File: src/rtl/pipe_pkg.sv
// Widths and control-bundle bit positions shared by every pipeline stage.
package pipe_pkg;
    localparam int RN_W_DEF   = 5;
    localparam int WORD_W     = 32;
    localparam int CTRL_W_DEF = 2;
    // Control bundle layout: {wreg, m2reg}
    localparam int WREG       = 1;
    localparam int M2REG      = 0;
endpackage

File: src/rtl/sat_counter.sv
// Saturating up-counter with synchronous clear; clear wins over increment.
module sat_counter #(
    parameter int CNT_W = 16
) (
    input  logic             clock,
    input  logic             resetn,
    input  logic             inc,
    input  logic             clr,
    output logic [CNT_W-1:0] value
);
    logic [CNT_W-1:0] value_reg;
    logic [CNT_W-1:0] value_next;

    always_comb begin
        value_next = value_reg;
        if (clr) begin
            value_next = '0;
        end else if (inc && (value_reg != {CNT_W{1'b1}})) begin
            value_next = value_reg + 1'b1;
        end
    end

    always_ff @(posedge clock or negedge resetn) begin
        if (!resetn) begin
            value_reg <= '0;
        end else begin
            value_reg <= value_next;
        end
    end

    assign value = value_reg;
endmodule

File: src/rtl/pipe_skid_stage.sv
// Pipeline stage register with valid/ready handshake, 2-entry skid buffer,
// bubble-inserting flush and a saturating back-pressure counter.
module pipe_skid_stage
    import pipe_pkg::*;
#(
    parameter int CTRL_W = CTRL_W_DEF,
    parameter int DATA_W = 2 * WORD_W,
    parameter int RN_W   = RN_W_DEF,
    parameter int CNT_W  = 16
) (
    input  logic              clock,
    input  logic              resetn,
    input  logic              in_valid,
    output logic              in_ready,
    input  logic [CTRL_W-1:0] in_ctrl,
    input  logic [DATA_W-1:0] in_data,
    input  logic [RN_W-1:0]   in_rn,
    output logic              out_valid,
    input  logic              out_ready,
    output logic [CTRL_W-1:0] out_ctrl,
    output logic [DATA_W-1:0] out_data,
    output logic [RN_W-1:0]   out_rn,
    input  logic              flush,
    input  logic              cnt_clr,
    output logic [CNT_W-1:0]  stall_cnt
);
    logic              main_valid_reg, main_valid_next;
    logic [CTRL_W-1:0] main_ctrl_reg,  main_ctrl_next;
    logic [DATA_W-1:0] main_data_reg,  main_data_next;
    logic [RN_W-1:0]   main_rn_reg,    main_rn_next;
    logic              skid_valid_reg, skid_valid_next;
    logic [CTRL_W-1:0] skid_ctrl_reg,  skid_ctrl_next;
    logic [DATA_W-1:0] skid_data_reg,  skid_data_next;
    logic [RN_W-1:0]   skid_rn_reg,    skid_rn_next;
    logic              in_ready_reg;

    logic accept;
    logic emit;

    assign accept = in_valid && in_ready_reg;
    assign emit   = main_valid_reg && out_ready;

    always_comb begin
        main_valid_next = main_valid_reg;
        main_ctrl_next  = main_ctrl_reg;
        main_data_next  = main_data_reg;
        main_rn_next    = main_rn_reg;
        skid_valid_next = skid_valid_reg;
        skid_ctrl_next  = skid_ctrl_reg;
        skid_data_next  = skid_data_reg;
        skid_rn_next    = skid_rn_reg;

        if (flush) begin
            // Payload is kept; only valid and the write-enable-class ctrl are killed.
            main_valid_next = 1'b0;
            main_ctrl_next  = '0;
            skid_valid_next = 1'b0;
            skid_ctrl_next  = '0;
        end else if (!main_valid_reg || emit) begin
            if (skid_valid_reg) begin
                main_valid_next = 1'b1;
                main_ctrl_next  = skid_ctrl_reg;
                main_data_next  = skid_data_reg;
                main_rn_next    = skid_rn_reg;
                if (accept) begin
                    skid_ctrl_next = in_ctrl;
                    skid_data_next = in_data;
                    skid_rn_next   = in_rn;
                end else begin
                    skid_valid_next = 1'b0;
                    skid_ctrl_next  = '0;
                end
            end else if (accept) begin
                main_valid_next = 1'b1;
                main_ctrl_next  = in_ctrl;
                main_data_next  = in_data;
                main_rn_next    = in_rn;
            end else begin
                main_valid_next = 1'b0;
                main_ctrl_next  = '0;
            end
        end else if (accept) begin
            skid_valid_next = 1'b1;
            skid_ctrl_next  = in_ctrl;
            skid_data_next  = in_data;
            skid_rn_next    = in_rn;
        end
    end

    always_ff @(posedge clock or negedge resetn) begin
        if (!resetn) begin
            main_valid_reg <= 1'b0;
            main_ctrl_reg  <= '0;
            main_data_reg  <= '0;
            main_rn_reg    <= '0;
            skid_valid_reg <= 1'b0;
            skid_ctrl_reg  <= '0;
            skid_data_reg  <= '0;
            skid_rn_reg    <= '0;
            in_ready_reg   <= 1'b0;
        end else begin
            main_valid_reg <= main_valid_next;
            main_ctrl_reg  <= main_ctrl_next;
            main_data_reg  <= main_data_next;
            main_rn_reg    <= main_rn_next;
            skid_valid_reg <= skid_valid_next;
            skid_ctrl_reg  <= skid_ctrl_next;
            skid_data_reg  <= skid_data_next;
            skid_rn_reg    <= skid_rn_next;
            // Registered so out_ready never reaches in_ready combinationally.
            in_ready_reg   <= !skid_valid_next;
        end
    end

    sat_counter #(
        .CNT_W (CNT_W)
    ) u_stall_cnt (
        .clock  (clock),
        .resetn (resetn),
        .inc    (main_valid_reg && !out_ready && !flush),
        .clr    (cnt_clr),
        .value  (stall_cnt)
    );

    assign in_ready  = in_ready_reg;
    assign out_valid = main_valid_reg;
    assign out_ctrl  = main_ctrl_reg;
    assign out_data  = main_data_reg;
    assign out_rn    = main_rn_reg;
endmodule

File: config.mk
export PLATFORM = sky130hd
export DESIGN_NAME = pipe_skid_stage
export DESIGN_NICKNAME = d
export VERILOG_FILES = /design/src/rtl/pipe_pkg.sv /design/src/rtl/sat_counter.sv /design/src/rtl/pipe_skid_stage.sv
export SDC_FILE = /design/constraint.sdc
export NUM_CORES = 1
export LEC_CHECK = 0
export ABC_AREA = 1
export BUFFER_PORTS_ARGS = -buffer_cell sky130_fd_sc_hd__clkbuf_2
export CAP_MARGIN = 30
export CORE_MARGIN = 5
export CORE_UTILIZATION = 30
export CTS_BUF_LIST = sky130_fd_sc_hd__clkbuf_2 sky130_fd_sc_hd__clkbuf_4 sky130_fd_sc_hd__clkbuf_8
export CTS_CLUSTER_DIAMETER = 60
export DETAILED_ROUTE_END_ITERATION = 16
export MAX_ROUTING_LAYER = met4
export PLACE_DENSITY = 0.53
export SLEW_MARGIN = 20
export SYNTH_ARGS = -nofsm -noshare
export SYNTH_HDL_FRONTEND = slang
export SYNTH_SLANG_ARGS = --single-unit
File: constraint.sdc
create_clock -name clock -period 3.31 [get_ports clock]
set_input_delay 0.662 -clock clock [delete_from_list [all_inputs] [get_ports clock]]
set_output_delay 0.662 -clock clock [all_outputs]
set_load 0.02 [all_outputs]
Yosys cells after proc, flatten, opt, wreduce, memory -nomap -nowiden --
Cells that the tools add are included.
Storage, ports and cells: register bits after elaboration 161, input port bits 77
Operators by class: add/subtract/negate cells 1, eq/ne operators 3, muxes and demuxes 28, bitwise operators 1, reductions and logical operators 17
Operators by type and width (count):
- $mux 64 | 5
- $mux 16 | 2
- $mux 5 | 5
- $add 16x1->16 const B | 1
- $mux 2 | 8
- $ne 16x16->1 const B | 1
- $mux 1 | 8
- $reduce_bool 2->1 | 3
- $logic_and 1x1->1 | 5
- $logic_not 1->1 | 4
- $reduce_and 2->1 | 2
- $ne 3x3->1 const B | 1
- $reduce_and 3->1 | 1
- $reduce_bool 3->1 | 1
- $ne 2x2->1 const B | 1
- $logic_or 1x1->1 | 1
- $not 1->1 | 1

Depth between registers and ports, before layout --
Gate-level depths: netlist of the first run.
depth after elaboration 6, mapped depth 10

Hierarchy --
From an unflattened synthesis of the first run, not the netlist that was laid out.
Second synthesis, totals: cell total of the unflattened synthesis 928, area total of the unflattened synthesis 7354.6 µm²
By module, submodules not included:
- pipe_skid_stage | instances 1, cells an instance 784, area each 6317.3 µm², sequential area each 3628.5 µm²
- sat_counter | instances 1, cells an instance 144, area each 1037.2 µm², sequential area each 400.4 µm²

Worst setup path before layout of the first run --
No wires, ideal clock.
kind register to register, start point register u_stall_cnt.value_reg[0] (netlist: u_stall_cnt.value[0]), end point register u_stall_cnt.value_reg[12] (netlist: u_stall_cnt.value[12]), arrival time 1.583 ns, data required time 3.244 ns, slack 1.661 ns, cell stages (with the launch flop) 10, period minus slack after synthesis 1.649 ns, path through dfrtp_1 > ha_1 > nand2_1 > nor2_4 > nand2_4 > nor2_4 > nor2_2 > buf_2 > nand4_1 > nand2_1
Between the ends: word-level cells in the longest chain between the ends 3
RTL lines:
- start, declared | RTL line sat_counter.sv:11 | logic [CNT_W-1:0] value_reg;
- start signal, assigned | RTL line sat_counter.sv:27 | value_reg <= value_next;
- $add 16x1->16 or $ne 16x16->1 (tied branches) | RTL line sat_counter.sv:19, sat_counter.sv:18
- $mux 16 or $logic_and 1x1->1 (tied branches) | RTL line sat_counter.sv:18 | end else if (inc && (value_reg != {CNT_W{1'b1}})) begin
- $mux 16 or $reduce_bool 2->1 (tied branches)
Parallel ways exist; a longest one is shown, timed or not. The select of a mux whose other input is x is not followed. A chain may end at the register's enable or synchronous reset.

Final worst setup path of the first run --
start point register u_stall_cnt.value_reg[0] (netlist: u_stall_cnt.value[0]), end point register u_stall_cnt.value_reg[1] (netlist: u_stall_cnt.value[1])
Same word-level chain as after synthesis.

==> reports/metrics.csv, run 1 <==
stage,metric,value,unit
timing,setup_viol_count_final,0,
placed_design,placed_cell_area,8230,µm²
die,die_y,164,µm
yosys,ys_seq_area_share,57.0,%
worst_setup_path,startpoint,u_stall_cnt.value[0],
worst_setup_path,worstPathRequired,3.63,ns
clock_tree,cts.sinks,161,
yosys,ys_ff_latch,161,
clock_tree,clkTransAtPathRegs,0.09,ns
yosys,avgSynthCellArea,8.27,µm²
hold_path,worstHoldPathType,input port to asynchronous set/reset pin,
worst_setup_path,r2r_start,u_stall_cnt.value[0],
clock_tree,cts_made_buffers,17,
worst_setup_path,critPathKind,register to register,
run_status,status,"finished, final reports clean",
clock_tree,h-tree-depth,4,
die,num_io_pins,166,
global_route,grt_antenna_before_repair,1,
finish,final_area,8640,µm²
clock_tree,cts_tree,built,
power,leakagePower,4.66,nW
detailed_routing,wl_met3,709,µm
detailed_routing,wl_met2,8.20,mm
yosys,syn_inst,855,
detailed_routing,topRoutingLayerUsed,met4,
detailed_routing,drc_errors,0,
power,peakVddDrop,0.000303,V
die,fp.dieArea,26700,µm²
yosys,synth_area_leaders,"dfrtp_1, o21ai_0, nand2_1",
detailed_routing,wl,17.8,mm
global_route,grt-ovfl-total,0,
power,p_per_area,585,nW/µm²
placed_design,pre_cts_slack,1.21,ns
timing,slew_headroom,47.1,%
detailed_routing,wire_per_inst,13.4,µm
die,core_area,23300,µm²
run,drv_cap,0,
global_route,grt_pass1_vias,5651,
die,rows,56,
detailed_routing,postRouteAntennaNets,0,
die,start_util,30.3,%
yosys,yosysTopAreaCell,dfrtp_1,
timing,min_period_over_period,59.7,%
clock_tree,cts_buffer_depth,2,
power,total_power,5.06,mW
worst_setup_path,crit_arrival,2.30,ns
yosys,synth_nets,933,
yosys,synth_cell_types,22,
timing,hold_viol,0,
timing,fin_worst_skew,0.0104,ns
detailed_routing,viasPerCell,4.40,
worst_setup_path,cp-start-kind,register,
finish,nets,1077,
placed_design,port_buffers,165,
timing,max_freq,506,MHz
global_route,grt_max_degree,139,
detailed_routing,vias,5864,
placed_design,place_hpwl,12.0,mm
finish,fillCellCount,2417,
clock_tree,post_cts_resized,0,
global_route,grt_usage,14.2,%
global_route,grt_pass1_wl,29.6,mm
detailed_routing,drt_iter0_drc,398,
yosys,yosysTopAreaCellShare,57.0,%
timing,setup_slack,1.34,ns
clock_tree,cts_hold_buf,0,
placed_design,gp_congestion,0.844,
clock_tree,root_buffer,clkbuf_8,
clock_tree,postCtsSetupBuffers,0,
yosys,syn-cell-area,7070,µm²
worst_setup_path,worstPathMaxFanout,15,
timing,rsz0062_at_grt,no,
timing,worstMarginPinSlew,0.794,ns
clock_tree,clk_latency,0.44,ns
worst_setup_path,critPathCaptureType,register,
detailed_routing,drt-met1-wl,8.78,mm
detailed_routing,firstDrtPassIters,5,
timing,timing.setup.tns,0,ns
timing,layout_min_cycle_time,1.97,ns
yosys,yosysWarnings,0,
finish,area_growth,22.2,%
die,die_w,164,µm
finish,drive_gt1_share,21.0,%
timing,finalMaxSlewViolations,0,
## critical path, cell delays in order (launching register included)
cell	delay, ns
dfrtp_1	0.42
ha_1	0.24
nand2_1	0.12
nor2_4	0.07
nand2_4	0.09
nor2_4	0.04
nor2_2	0.55
nor2_4	0.18
nand2_1	0.10
nand2_1	0.05
## area by class of cell
class	count	area [µm²]	share of cell area (%)
Sequential cell	161	4030	46.6
Multi-Input combinational cell	556	2510	29.1
Timing Repair Buffer	173	942	10.9
Tap cell	319	399	4.62
Inverter	90	340	3.94
Clock buffer	18	248	2.87
Clock inverter	14	169	1.95
Antenna cell	1	2.50	0.0289
## final timing paths
| kind | endpoint | slack (ns) | cells past startpoint |
|---|---|---|---|
| max in group asynchronous | out_data[28] | 2.23 | 2 |
| min in group clock | skid_data_reg[37] | 0.46 | 3 |
| max | u_stall_cnt.value[1] | 1.34 | 9 |
| min | u_stall_cnt.value[9] | 0.25 | 1 |
| min reg2reg | out_rn[0] | 0.48 | 2 |
| max reg2reg | u_stall_cnt.value[1] | 1.34 | 9 |
## routing by layer
layer	GRT usage, %	up-vias
met4	3.39	0
met5	-	-
met3	3.00	8
li1	-	3025
met1	19.6	2703
met2	21.7	128
## logic make-up (layout without fill, tap and decap cells)
| kind of cell | Yosys count | after routing | share of synthesized area [%] |
|---|---|---|---|
| AOI/OAI and AO/OA | 226 | 226 | 16.0 |
| xor gates and xnor gates | 3 | 3 | 0.372 |
| adders and majority gates | 1 | 1 | 0.177 |
| buffers and inverters | 138 | 295 | 7.66 |
| DFF | 161 | 161 | 57.0 |
| muxes | 2 | 2 | 0.283 |
| other | 0 | 1 | 0 |
| and+or+nand+nor | 324 | 324 | 18.5 |
## cells in the mapped netlist, drive strengths merged
cell    instances
o21ai         220
inv            90
nand4          11
xor2            3
nand3b          1
o21a            1
nand2         276
buf            20
mux2i           2
ha              1
dfrtp         161
nand3          18
clkbuf         28
nor2           18
a21oi           5
## where the power goes
group          internal [mW]  total [mW]  switching (mW)
logic                  0.339       0.942           0.603
registers               2.37        2.59           0.216
clock network          0.720        1.53           0.810
## cells in the final DEF, fill, tap and decap left out, types with 2 or more instances in the layout
master and count:
clkbuf_2 164, nand3_1 17, xor2_1 3, nand2_1 275, bufinv_16 2, o21ai_0 219
nor2_1 13, dfrtp_1 161, clkbuf_8 18, clkinvlp_4 2, nor2_4 4, clkinv_4 2
a21oi_1 5, inv_8 4, buf_12 4, inv_1 89, nand4_1 11, mux2i_1 2
buf_4 4, inv_6 3
## per-stage QoR
stage	utilization [%]	hold WS [ns]	instances
6_report	37.0	0.254	1332
5_1_grt	37.0	0.310	1332
4_1_cts	37.0	0.268	1331
3_5_place_dp	35.3	0.468	1299
3_3_place_gp	35.3	0.460	1299
2_1_floorplan	-	0.366	855
Power figures use the tool's default switching activity.
==> run 2, diff against run 1 <==
--- a/config.mk
+++ b/config.mk
@@ -5,7 +5,7 @@
 export SDC_FILE = /design/constraint.sdc
 export NUM_CORES = 1
 export LEC_CHECK = 0
-export ABC_AREA = 1
+export ABC_AREA = 0
 export BUFFER_PORTS_ARGS = -buffer_cell sky130_fd_sc_hd__clkbuf_2
 export CAP_MARGIN = 30
 export CORE_MARGIN = 5
@@ -14,7 +14,7 @@
 export CTS_CLUSTER_DIAMETER = 60
 export DETAILED_ROUTE_END_ITERATION = 16
 export MAX_ROUTING_LAYER = met4
-export PLACE_DENSITY = 0.53
+export PLACE_DENSITY = 0.55
 export SLEW_MARGIN = 20
 export SYNTH_ARGS = -nofsm -noshare
 export SYNTH_HDL_FRONTEND = slang
==> constraint.sdc (replaced) <==
create_clock -name clock -period 1.8 [get_ports clock]
set_input_delay 0.36 -clock clock [delete_from_list [all_inputs] [get_ports clock]]
set_output_delay 0.36 -clock clock [all_outputs]
set_load 0.02 [all_outputs]
==> reports/metrics.csv, run 2 <==
stage,metric,value,unit,change
global_route,grt_max_degree,47,,-66%
clock_tree,clk_latency,0.45,ns,about the same
clock_tree,clkTransAtPathRegs,0.09,ns,about the same
yosys,synth_nets,646,,-31%
global_route,grt_pass1_vias,4970,,-12%
die,num_io_pins,166,,unchanged
clock_tree,cts_made_buffers,17,,unchanged
finish,insertedDiodeCount,0,,-1
worst_setup_path,reg2reg_slack,0.07,ns,-1.26 ns
detailed_routing,drt-met1-wl,7.60,mm,-13%
detailed_routing,postRouteAntennaNets,0,,unchanged
timing,layout_min_cycle_time,1.73,ns,-0.245 ns
timing,slew_headroom,70.4,%,+23 points
worst_setup_path,crit_chain,"nor2b_2, nor2_2, nor3_4, buf_12, buf_12, mux2_2",,
finish,drive_gt1_share,44.5,%,+23 points
worst_setup_path,reg2reg_to,skid_data_reg[12],,
timing,max_freq,578,MHz,+14%
worst_setup_path,r2r_start,out_valid,,
finish,final_cell_mix,"clkbuf_2, dfrtp_1, a21oi_1, nor2_1, mux2_2",,
die,start_util,30.6,%,+0.28 points
worst_setup_path,critPathSlowestCell,dfrtp_2,,
power,pwr-share-seq,50.8,%,-0.4 points
yosys,ys_ff_latch,161,,unchanged
placed_design,dp_cells,1058,,-19%
detailed_routing,wire_per_inst,15.2,µm,+13%
hold_path,worstHoldPathType,input port to register,,
worst_setup_path,r2r_cells,6,,-3
detailed_routing,wl_met2,8.05,mm,-1.8%
finish,final_common_cell,clkbuf_2,,
yosys,yosys.area_share.simple,9.25,%,-9.3 points
yosys,synth-xor-area-share,0.126,%,-0.25 points
finish,fillCellCount,2288,,-5.3%
yosys,ys_seq_area_share,57.8,%,+0.85 points
worst_setup_path,critPathCaptureType,register,,
power,p_per_area,1040,nW/µm²,+78%
detailed_routing,wl,16.7,mm,-6.5%
detailed_routing,topRoutingLayerUsed,met4,,
placed_design,place_hpwl,11.5,mm,-4.4%
worst_setup_path,crit_arrival,2.05,ns,-0.25 ns
worst_setup_path,cp-start-kind,register,,
global_route,grt_usage,13.1,%,-1.1 points
power,intPower,6.56,mW,+91%
worst_setup_path,worstPathRequired,2.12,ns,-1.51 ns
yosys,ys_async_sr_fraction,100,%,unchanged
yosys,yosysTopAreaCell,dfrtp_1,,
power,peakVddDrop,0.000436,V,+44%
worst_setup_path,critPathKind,register to register,,
power,total_power,9.39,mW,+86%
global_route,grt_pass1_wl,26.9,mm,-9.1%
finish,instances_no_fill,1098,,-18%
yosys,synthTopCellsByCount,"dfrtp_1, a21oi_1, nor2_1",,
finish,area_growth,29.2,%,
power,leakagePower,3.94,nW,-15%
hold_path,hold_path_depth,2,,
clock_tree,h-tree-depth,4,,unchanged
timing,finalMaxSlewViolations,0,,unchanged
timing,min_period_over_period,96.1,%,+36 points
finish,final_area,9010,µm²,+4.2%
detailed_routing,firstDrtPassIters,4,,-1
power,clock_power_share,28.3,%,-1.9 points
worst_setup_path,path_common_cell,buf_12,,
yosys,avgSynthCellArea,12.3,µm²,+48%
worst_setup_path,cp_slowest_stage_delay,0.39,ns,-0.16 ns
die,rows,55,,-1.8%
hold_path,whs_endpoint,skid_data_reg[3],,
detailed_routing,drt_iter0_drc,141,,-65%
die,die_w,162,µm,-0.69%
clock_tree,root_buffer,clkbuf_8,,
yosys,synth_top_family_by_area,multiplexers,,
yosys,synthAdderAreaFrac,0.180,%,+0.0026 points
detailed_routing,vias,4958,,-15%
timing,setup_viol_count_final,0,,unchanged
detailed_routing,wl_met3,868,µm,+22%
hold_path,hp-start,in_data[3],,
yosys,muxShareOfSynthArea,22.3,%,+22 points
clock_tree,cts.sinks,161,,unchanged
die,fp.dieArea,26400,µm²,-1.4%
die,die_y,162,µm,-0.69%
detailed_routing,drc_errors,0,,unchanged
placed_design,placed_cell_area,8500,µm²,+3.3%
detailed_routing,viasPerCell,4.52,,+2.6%
yosys,synth-edff-count,0,,unchanged
power,switching_share,30.1,%,-2.1 points
clock_tree,cts_tree,built,,
run_status,status,"finished, final reports clean",,
yosys,yosysMostFrequentCell,dfrtp_1,,
placed_design,port_buffers,165,,unchanged
timing,hold_viol,0,,unchanged
yosys,yosysWarnings,0,,unchanged
power,combPwrFrac,20.9,%,+2.3 points
finish,nets,850,,-21%
run,drv_cap,0,,unchanged
power,p_sw,2.83,mW,+74%
timing,timing.setup.tns,0,ns,unchanged
yosys,yosysTopAreaCellShare,57.8,%,+0.85 points
yosys,syn_inst,568,,-34%
yosys,synth_cell_types,45,,+100%
yosys,ys.flop_type,dfrtp_1,,
timing,fin_worst_skew,0.0196,ns,+0.00918 ns
global_route,grt_antenna_before_repair,0,,-1
yosys,synth_area_leaders,"dfrtp_1, mux2_2, mux2i_1",,
clock_tree,cts_buffer_depth,2,,unchanged
placed_design,gp_congestion,0.755,,-11%
worst_setup_path,worstPathMaxFanout,31,,+16
yosys,syn-cell-area,6970,µm²,-1.5%
global_route,grt-ovfl-total,0,,unchanged
die,core_area,22800,µm²,-2.4%
timing,worstMarginPinSlew,0.444,ns,-0.350 ns
yosys,synth-compound-area-share,7.50,%,-8.5 points
-- run 2: cell types whose count changed in the layout (fill, tap and decap cells not counted), sizes merged, moves of 62 or more --
| cell | previous run | this run |
|---|---|---|
| a21oi | 5 | 80 |
| inv | 97 | 4 |
| mux2 | 0 | 76 |
| mux2i | 2 | 70 |
| nand2 | 276 | 5 |
| nor2 | 18 | 80 |
| o21ai | 220 | 5 |
-- run 2: worst max path at each step --
stage                                       end  slack (ns)                  from
after floorplan           u_stall_cnt.value[10]       -0.01  u_stall_cnt.value[1]
final                         skid_data_reg[12]        0.07             out_valid
after detailed placement      skid_data_reg[11]       -0.02             out_ready
after global placement     u_stall_cnt.value[6]      -0.008             out_ready
after global routing          skid_data_reg[40]       -0.01             out_valid
after CTS                  u_stall_cnt.value[6]        0.02  u_stall_cnt.value[0]
-- run 2: critical path: cells and delay by family, from the launching register on --
kind,cells,cell delay (ns)
buffers and inverters,2,0.35
flip-flops,1,0.39
multiplexers,1,0.35
AND/OR/NAND/NOR,3,0.50
-- run 2: cell families after synthesis --
kind of cell / after synthesis
XOR/XNOR: 1
multiplexers: 146
buffers and inverters: 37
flip-flops: 161
AO/OA/AOI/OAI: 97
AND/OR/NAND/NOR: 125
adder cells (fa/ha/maj): 1
-- run 2: area by class of cell --
class	count	area, µm²	share of cell area (%)
Sequential cell	161	4040	44.8
Multi-Input combinational cell	370	2780	30.9
Inverter	2	7.51	0.0834
Tap cell	313	392	4.35
Clock inverter	13	138	1.53
Clock buffer	19	249	2.76
Timing Repair Buffer	220	1400	15.6
-- run 2: stage by stage --
stage	worst slack, ns	utilization [%]	hold slack [ns]
detailed placement	-0.0190	37.3	0.294
CTS	0.0156	39.0	0.112
global route	-0.00988	39.5	0.117
floorplan	-0.0134	-	0.0644
global placement	-0.00761	37.3	0.299
finish	0.0708	39.5	0.163
-- run 2: repair_timing --
item,4_1_cts,5_1_grt
hold buffers,1,0
buffers inserted,0,6
gates cloned,0,1
resized for setup,0,6
endpoints found under the setup margin,2,37
pin swaps,1,2
hold endpoints to repair,26,0
-- run 2: layer usage --
layer	global-route usage (%)	vias up
met5	-	-
met1	16.8	2425
met3	3.34	10
li1	-	2425
met2	20.6	98
met4	3.92	0
-- run 2: power groups by stage --
stage	logic [mW]	registers, mW	clock network, mW
after floorplan	0.901	5.14	0
after global placement	1.95	4.83	0
after detailed placement	1.99	4.85	0
after CTS	1.99	4.78	2.80
after global routing	2.16	4.88	2.97
final	1.96	4.77	2.66
==> run 3, diff against run 2 <==
--- a/config.mk
+++ b/config.mk
@@ -5,17 +5,15 @@
 export SDC_FILE = /design/constraint.sdc
 export NUM_CORES = 1
 export LEC_CHECK = 0
-export ABC_AREA = 0
 export BUFFER_PORTS_ARGS = -buffer_cell sky130_fd_sc_hd__clkbuf_2
 export CAP_MARGIN = 30
-export CORE_MARGIN = 5
 export CORE_UTILIZATION = 30
 export CTS_BUF_LIST = sky130_fd_sc_hd__clkbuf_2 sky130_fd_sc_hd__clkbuf_4 sky130_fd_sc_hd__clkbuf_8
 export CTS_CLUSTER_DIAMETER = 60
 export DETAILED_ROUTE_END_ITERATION = 16
 export MAX_ROUTING_LAYER = met4
 export PLACE_DENSITY = 0.55
-export SLEW_MARGIN = 20
+export SLEW_MARGIN = 25
 export SYNTH_ARGS = -nofsm -noshare
 export SYNTH_HDL_FRONTEND = slang
 export SYNTH_SLANG_ARGS = --single-unit
==> reports/metrics.csv, run 3 (same netlist as run 2, synthesis figures left out) <==
stage,metric,value,unit,change
timing,layout_min_cycle_time,1.72,ns,-0.00655 ns
detailed_routing,wl,15.8,mm,-5.1%
worst_setup_path,critPathKind,register to register,,
die,die_w,154,µm,-4.9%
run,drv_cap,0,,unchanged
detailed_routing,postRouteAntennaNets,0,,unchanged
timing,fin_worst_skew,0.0127,ns,-0.00693 ns
finish,final_common_cell,clkbuf_2,,
die,fp.dieArea,23800,µm²,-9.6%
detailed_routing,vias,4986,,+0.56%
run_status,status,"finished, final reports clean",,
global_route,grt_antenna_before_repair,0,,unchanged
finish,drive_gt1_share,44.2,%,-0.28 points
clock_tree,cts_made_buffers,17,,unchanged
worst_setup_path,worstPathMaxFanout,7,,-77%
clock_tree,clk_latency,0.45,ns,about the same
timing,finalMaxSlewViolations,0,,unchanged
clock_tree,clkTransAtPathRegs,0.09,ns,about the same
worst_setup_path,critPathCaptureType,register,,
timing,timing.setup.tns,0,ns,unchanged
global_route,grt-ovfl-total,0,,unchanged
detailed_routing,wire_per_inst,14.9,µm,-2.3%
timing,rsz0062_at_grt,no,,
placed_design,port_buffers,165,,unchanged
power,peakVddDrop,0.000474,V,+8.9%
die,rows,55,,unchanged
detailed_routing,drc_errors,0,,unchanged
power,total_power,9.48,mW,+1.0%
timing,hold_viol,0,,unchanged
placed_design,place_hpwl,10.8,mm,-6.3%
clock_tree,cts.sinks,161,,unchanged
worst_setup_path,r2r_cells,5,,-1
finish,nets,846,,-0.47%
finish,final-seq-area,4040,µm²,unchanged
worst_setup_path,crit_end,u_stall_cnt.value[6],,
global_route,grt_max_degree,81,,+72%
detailed_routing,viasPerCell,4.68,,+3.6%
timing,worstMarginPinSlew,0.623,ns,+0.179 ns
detailed_routing,firstDrtPassIters,4,,unchanged
timing,slew_headroom,58.4,%,-12 points
timing,setup_viol_count_final,0,,unchanged
die,core_area,22700,µm²,-0.30%
die,die_y,154,µm,-4.9%
placed_design,pre_cts_slack,-0.0768,ns,-0.0579 ns
placed_design,gp_congestion,0.781,,+3.5%
clock_tree,cts_buffer_depth,2,,unchanged
clock_tree,cts_tree,built,,
die,num_io_pins,166,,unchanged
finish,multiInputGateArea,2790,µm²,+0.27%
global_route,grt_usage,14.3,%,+1.2 points
worst_setup_path,worstPathRequired,2.18,ns,+0.06 ns
detailed_routing,drt_iter0_drc,183,,+30%
power,switching_share,29.8,%,-0.31 points
power,intPower,6.66,mW,+1.5%
finish,insertedDiodeCount,0,,unchanged
finish,final_cell_mix,"clkbuf_2, dfrtp_1, a21oi_1, nor2_1, mux2_2",,
hold_path,worstHoldPathType,input port to register,,
finish,final_util,39.4,%,-0.13 points
power,pwr-share-seq,50.4,%,-0.4 points
worst_setup_path,reg2reg_slack,0.08,ns,about the same
finish,area_growth,28.4,%,
worst_setup_path,r2r_start,u_stall_cnt.value[0],,
clock_tree,root_buffer,clkbuf_8,,
global_route,grt_pass1_vias,5009,,+0.78%
timing,max_freq,580,MHz,+0.38%
power,leakagePower,3.94,nW,about the same
power,combPwrFrac,20.4,%,-0.5 points
worst_setup_path,startpoint,u_stall_cnt.value[0],,
timing,hold-worst-slack,0.147,ns,-0.0161 ns
timing,setup_slack,0.0773,ns,+0.00655 ns
worst_setup_path,cp-start-kind,register,,
worst_setup_path,reg2reg_to,u_stall_cnt.value[6],,
power,p_sw,2.83,mW,about the same
power,p_per_area,1060,nW/µm²,+1.7%
finish,fillCellCount,2199,,-3.9%
die,start_util,30.7,%,+0.093 points
worst_setup_path,crit_arrival,2.10,ns,+0.05 ns
timing,min_period_over_period,95.7,%,-0.36 points
power,clock_power_share,29.2,%,+0.9 points
global_route,grt_pass1_wl,26.1,mm,-3.2%
clock_tree,h-tree-depth,4,,unchanged
run 3: what timing repair did:
item / in CTS / in global routing
hold buffers: 1 / 0
endpoints found under the hold margin: 32 / 0
gates cloned: 0 / 1
gates resized for setup: 1 / 6
buffers inserted: 0 / 3
pin swaps: 0 / 1
endpoints found under the setup margin: 6 / 43
run 3: how the worst min path moves through the flow:
stage | slack (ns) | from | endpoint | cells after the start
after floorplan | 0.06 | resetn | in_ready | 0
after global placement | 0.32 | resetn | u_stall_cnt.value[11] | 1
after detailed placement | 0.31 | resetn | u_stall_cnt.value[11] | 1
after CTS | 0.1 | in_data[33] | skid_data_reg[33] | 2
after global routing | 0.11 | in_data[33] | skid_data_reg[33] | 2
final | 0.15 | in_data[33] | skid_data_reg[33] | 2
run 3: power groups by stage:
stage                     Clock (mW)  Combinational, mW  Sequential [mW]
after floorplan                    0              0.901             5.14
after global placement             0               1.91             4.83
after detailed placement           0               1.96             4.86
after CTS                       2.92               1.96             4.79
after global routing            3.06               2.13             4.89
final                           2.77               1.93             4.78
run 3: cell type report:
type,count,area share [%]
clock buffer,21,3.16
tap,285,3.98
clock inverter,11,1.41
timing repair buffer,216,15.1
sequential,161,45.1
multi-input combinational,370,31.2
inverter,2,0.0839
run 3: metal layers:
layer / share of wire (%) / track usage [%] / up-vias / wire length, µm
met5: 0 / - / - / 0
met4: 1.0 / 4.24 / 0 / 158
met3: 4.1 / 3.36 / 10 / 645
met2: 49 / 22.6 / 111 / 7690
met1: 46 / 18.2 / 2441 / 7340
li1: - / - / 2424 / -
run 3: per-stage QoR:
| step | cells | area (µm²) |
|---|---|---|
| 4_1_cts | 1062 | 8870 |
| 3_3_place_gp | 1029 | 8440 |
| 5_1_grt | 1066 | 8950 |
| 3_5_place_dp | 1029 | 8440 |
| 6_report | 1066 | 8950 |
| 2_1_floorplan | 568 | 6970 |
run 3: worst max-delay path, stage by stage (launching register included):
cell	delay [ns]
dfrtp_2	0.42
ha_4	0.17
nand4_4	0.12
buf_6	0.16
or4_2	0.63
a21oi_2	0.16
